[src/rtl/companion_stat_bank.sv]
// companion_stat_bank: N-channel decaying stat engine with health tracking and ALIVE/NEEDY/DEAD life cycle
module companion_stat_bank #(
  parameter int CLOCK_FREQ = 125_000_000,
  parameter int NUM_STATS = 3,
  parameter int STAT_WIDTH = 8,
  parameter int STAT_MAX = 100,
  parameter int REFRESH_AMT = 25,
  parameter int LOW_THRESH = 20,
  parameter logic [16*NUM_STATS-1:0] DECAY_SECS = {16'd720, 16'd900, 16'd600},
  parameter int HEALTH_SECS = 300
) (
  input  logic                            clk,
  input  logic                            rst,
  input  logic                            pause,
  input  logic [NUM_STATS-1:0]            refresh,
  input  logic                            revive,
  output logic [NUM_STATS*STAT_WIDTH-1:0] stats,
  output logic [STAT_WIDTH-1:0]           health,
  output logic [NUM_STATS-1:0]            low_flags,
  output logic [1:0]                      state,
  output logic                            dead
);
  typedef enum logic [1:0] {ALIVE = 2'b00, NEEDY = 2'b01, DEAD = 2'b10} state_t;
  localparam int PW = CLOCK_FREQ > 1 ? $clog2(CLOCK_FREQ) : 1;
  localparam logic [PW-1:0] P_LAST = PW'(CLOCK_FREQ - 1);
  localparam logic [STAT_WIDTH-1:0] MAX_V = STAT_WIDTH'(STAT_MAX);
  localparam logic [STAT_WIDTH-1:0] LOW_V = STAT_WIDTH'(LOW_THRESH);
  localparam logic [STAT_WIDTH:0] MAX_W = (STAT_WIDTH+1)'(STAT_MAX);
  localparam logic [STAT_WIDTH:0] REF_W = (STAT_WIDTH+1)'(REFRESH_AMT);
  localparam logic [15:0] H_LAST = 16'(HEALTH_SECS - 1);
  state_t st, nxt;
  logic [PW-1:0] pre;
  logic [15:0] h_cnt;
  logic [15:0] sec_cnt [NUM_STATS];
  logic [STAT_WIDTH-1:0] val [NUM_STATS];
  logic [STAT_WIDTH-1:0] upd [NUM_STATS];
  logic [STAT_WIDTH:0] sum [NUM_STATS];
  logic [STAT_WIDTH-1:0] nh;
  logic [NUM_STATS-1:0] decay;
  logic run, sec_tick, health_step, any_zero, all_ok;
  always_comb begin
    run = !pause && st != DEAD;
    sec_tick = run && pre == P_LAST;
    health_step = sec_tick && h_cnt == H_LAST;
    any_zero = 1'b0;
    all_ok = 1'b1;
    for (int i = 0; i < NUM_STATS; i++) begin
      decay[i] = sec_tick && sec_cnt[i] == DECAY_SECS[16*i +: 16] - 16'd1;
      any_zero = any_zero | (val[i] == '0);
      all_ok = all_ok & (val[i] >= LOW_V);
      sum[i] = {1'b0, val[i]} + REF_W;
      // a refresh wins over a simultaneous decay; the decay is simply dropped
      upd[i] = refresh[i] ? (sum[i] > MAX_W ? MAX_V : sum[i][STAT_WIDTH-1:0]) :
               decay[i] ? (val[i] == '0 ? '0 : val[i] - 1'b1) : val[i];
    end
    nxt = st == ALIVE ? (any_zero ? NEEDY : ALIVE) :
          health == '0 ? DEAD : any_zero ? NEEDY : ALIVE;
    nh = st == ALIVE ? ((!any_zero && health_step && all_ok && health < MAX_V) ? health + 1'b1 : health) :
         ((health != '0 && health_step) ? health - 1'b1 : health);
  end
  always_ff @(posedge clk or negedge rst) begin
    if (!rst) begin
      st <= ALIVE;
      health <= MAX_V;
      pre <= '0;
      h_cnt <= '0;
      for (int i = 0; i < NUM_STATS; i++) begin
        val[i] <= MAX_V;
        sec_cnt[i] <= '0;
      end
    end else if (st == DEAD) begin
      if (revive) begin
        st <= ALIVE;
        health <= MAX_V;
        pre <= '0;
        h_cnt <= '0;
        for (int i = 0; i < NUM_STATS; i++) begin
          val[i] <= MAX_V;
          sec_cnt[i] <= '0;
        end
      end
    end else begin
      st <= nxt;
      health <= nh;
      if (run) pre <= sec_tick ? '0 : pre + 1'b1;
      h_cnt <= (nxt != st || health_step) ? '0 : sec_tick ? h_cnt + 16'd1 : h_cnt;
      for (int i = 0; i < NUM_STATS; i++) begin
        if (sec_tick) sec_cnt[i] <= decay[i] ? '0 : sec_cnt[i] + 16'd1;
        val[i] <= upd[i];
      end
    end
  end
  for (genvar g = 0; g < NUM_STATS; g++) begin : g_out
    assign stats[g*STAT_WIDTH +: STAT_WIDTH] = val[g];
    assign low_flags[g] = val[g] < LOW_V;
  end
  assign state = st;
  assign dead = st == DEAD;
endmodule

[config.mk]
export PLATFORM = sky130hd
export DESIGN_NAME = companion_stat_bank
export DESIGN_NICKNAME = d
export VERILOG_FILES = /design/src/rtl/companion_stat_bank.sv
export SDC_FILE = /design/constraint.sdc
export NUM_CORES = 1
export LEC_CHECK = 0
export BUFFER_PORTS_ARGS = -buffer_cell sky130_fd_sc_hd__clkbuf_2
export CORE_UTILIZATION = 55
export DETAILED_ROUTE_END_ITERATION = 10
export PLACE_DENSITY = 0.76
export SLEW_MARGIN = 20
export SYNTH_ARGS = -nofsm -noshare
export SYNTH_HDL_FRONTEND = slang
export SYNTH_SLANG_ARGS = --single-unit
[constraint.sdc]
create_clock -name clk -period 2.9 [get_ports clk]
set_clock_uncertainty 0.05 [all_clocks]
set_input_delay 0.58 -clock clk [delete_from_list [all_inputs] [get_ports clk]]
set_output_delay 0.58 -clock clk [all_outputs]
set_load 0.05 [all_outputs]
==> flow_summary.toml <==
[cells_and_area]
antennaDiodeCount = 0
nNetsFinal = 1084
area_growth_pct = 16.6
drive_gt1_frac = 0.175
final_cell_area_mm2 = 0.00976
layout.cells.non_filler = 1250
utilization = 0.664

[timing]
hold_violations = 0
max_freq_ghz = 0.355
setup_viol = 0
max-slew-margin-rel = 0.576
worst_pin_slew_ns = 0.631
drv_slew = 0
min_period_ns = 2.81
min_period_over_period = 0.971

[yosys]
yosys-top-cells-area = "dfrtp_1, nand2_1, o21ai_0"
synthTopCellsByCount = "dfrtp_1, nand2_1, nor2_1"
synth_edf_count = 0
yosysSeqAreaShare = 0.375
synthArstFlopShare = 1.00
synth-seq-cells = 125
synthCells = 979
synth_top_area_cell = "dfrtp_1"
synth.distinct_cells = 83
yosysMostFrequentCell = "dfrtp_1"
synth_area_mm2 = 0.00838
yosysTopAreaCellShare = 0.338
yosysWarnings = 0
avgSynthCellArea_um2 = 8.56
synth_flop_cell = "dfrtp_1"
synthesis.nets = 1010

[worst_setup_path]
path_class = "reg -> reg"
worst_path_most_repeated_cell = "buf_4"
crit_slowest_cell = "or4_4"
cp_data_arrival_time_ns = 3.08
end_kind = "flip-flop"
crit_path_max_incr_delay_ns = 0.60
worstPathCellList = "or4bb_1 > or4_4 > nor3_4 > buf_4 > buf_4 > o221a_2 > o31ai_1 > a22o_1"
crit_fanout = 7
required_ns = 3.16
worstSetupStartpointType = "flip-flop"

[floorplanning]
core-area_mm2 = 0.0147
pin_count = 45
die_h_um = 125
rows = 44
start_util = 0.570
die_w_um = 125
dieArea_mm2 = 0.0157

[placement]
port_buffers = 44
placement.cell_area_mm2 = 0.00911
place_hpwl_mm = 14.7
post-place-cells = 1213
gp_congestion = 0.897

[global_route]
grt_pass1_wl_mm = 35.8
overflow = 0
grt_max_degree = 44
grt_usage = 0.280
grt_pass1_vias = 7238
antenna_found_initial = 0

[power]
ir_drop_v = 0.000437
leakagePower_nw = 4.36
power_density_mw_per_mm2 = 817

[clocking]
cts.htree.levels = 4
worstSkewPairLatency_ns = 0.43
cts_buffer_depth = 2
clock_sinks = 125
clk_pin_slew_worst_paths_ns = 0.06
cts_buffers = 17
root_buffer = "clkbuf_16"
cts_tree = "built"

[detailed_routing]
wirelength_mm = 20.9
vias_per_cell = 6.31
drtPass1Iterations = 8
vias = 7887
drc_errors = 5
wl_per_cell_um = 16.7
drt_iter0_markers = 770
drtAntennaViolNets = 0

[hold_path]
hp-class = "reg -> reg"

[status]
status = "complete, but fails checks"
violations = "DRC"

[run]
maxCapViolCount = 0
## worst max-delay path, delay by kind of cell (launching register included)
kind / cells / cell delay (ns)
AND/OR/NAND/NOR: 3 / 1.43
AO/OA/AOI/OAI: 3 / 0.51
flip-flops: 1 / 0.37
buffers and inverters: 2 / 0.34
## power by group
part | internal [mW] | total (mW) | switching [mW]
combinational | 1.21 | 3.41 | 2.19
clock | 1.26 | 2.09 | 0.830
sequential | 2.09 | 2.47 | 0.386
## worst paths after layout
check | startpoint | endpoint | slack, ns | cells after the start
min in group asynchronous | rst | sec_cnt[35] | 0.53 | 2
worst max register to register | pre[15] | stats[19] | 0.09 | 8
max in group asynchronous | rst | pre[24] | 1.54 | 3
worst min register to register | sec_cnt[15] | sec_cnt[15] | 0.45 | 1
worst min-delay path | sec_cnt[15] | sec_cnt[15] | 0.45 | 1
worst max-delay path | pre[15] | stats[19] | 0.09 | 8
## cells in the final DEF, fill, tap and decap left out, types with 13 or more instances in the layout
master and count:
buf_4 60, xnor2_1 23, o21ai_0 68, nand3_1 37
ha_1 23, clkbuf_16 17, and3_1 22, a21oi_1 52
nand4_1 26, nand2b_1 15, clkbuf_2 43, nor3_1 22
and2_1 16, inv_1 32, nand2_1 92, nor2_1 80
xor2_1 21, or3_1 13, a31oi_1 26, dfrtp_1 110
o31ai_1 18
## state kept, by name (all words and copies together) (netlist names)
| name | count |
|---|---|
| state | 2 |
| h_cnt | 16 |
| sec_cnt | 48 |
| health | 8 |
| pre | 27 |
| stats | 24 |
## routing by layer
layer	wire, µm	vias to the layer above	global-route usage
met2	9930	259	0.448
met4	340	0	0.101
li1	-	3814	-
met5	0	-	0
met1	9440	3791	0.387
met3	1160	23	0.0428
## what timing repair did
action,CTS,global route
setup endpoints to repair,0,23
gates resized for setup,0,6
endpoints found under the hold margin,16,0
setup buffers,0,4
hold buffers,1,0
## area by class of cell
| type | instances | area, µm² |
|---|---|---|
| multi-input cells | 769 | 4930 |
| clock buffers | 18 | 429 |
| inverters | 32 | 120 |
| well taps | 184 | 230 |
| flip-flops and latches | 125 | 3150 |
| clock inverters | 14 | 146 |
| repair buffers | 108 | 756 |
| fillers | 1217 | 4940 |
## kinds of logic (layout without fill, tap and decap cells)
family	after synthesis	count (layout)	share of synthesized area
AO/OA/AOI/OAI	284	284	0.229
XOR/XNOR	44	44	0.0460
adder cells (fa/ha/maj)	24	24	0.0367
buffers and inverters	85	172	0.0409
flip-flops	125	125	0.375
multiplexers	4	4	0.00508
AND/OR/NAND/NOR	413	413	0.267
## through the flow
step                      hold slack [ns]  power (mW)  setup WS (ns)  TNS [ns]
after global placement              0.428        5.81          0.154         0
final                               0.449        7.97         0.0851         0
after global routing                0.483        8.46        -0.0178   -0.0178
after detailed placement            0.429        5.86         0.0555         0
after CTS                           0.454        7.98         0.0433         0
after floorplan                     0.234        4.98        0.00817         0
Power figures use the tool's default switching activity.
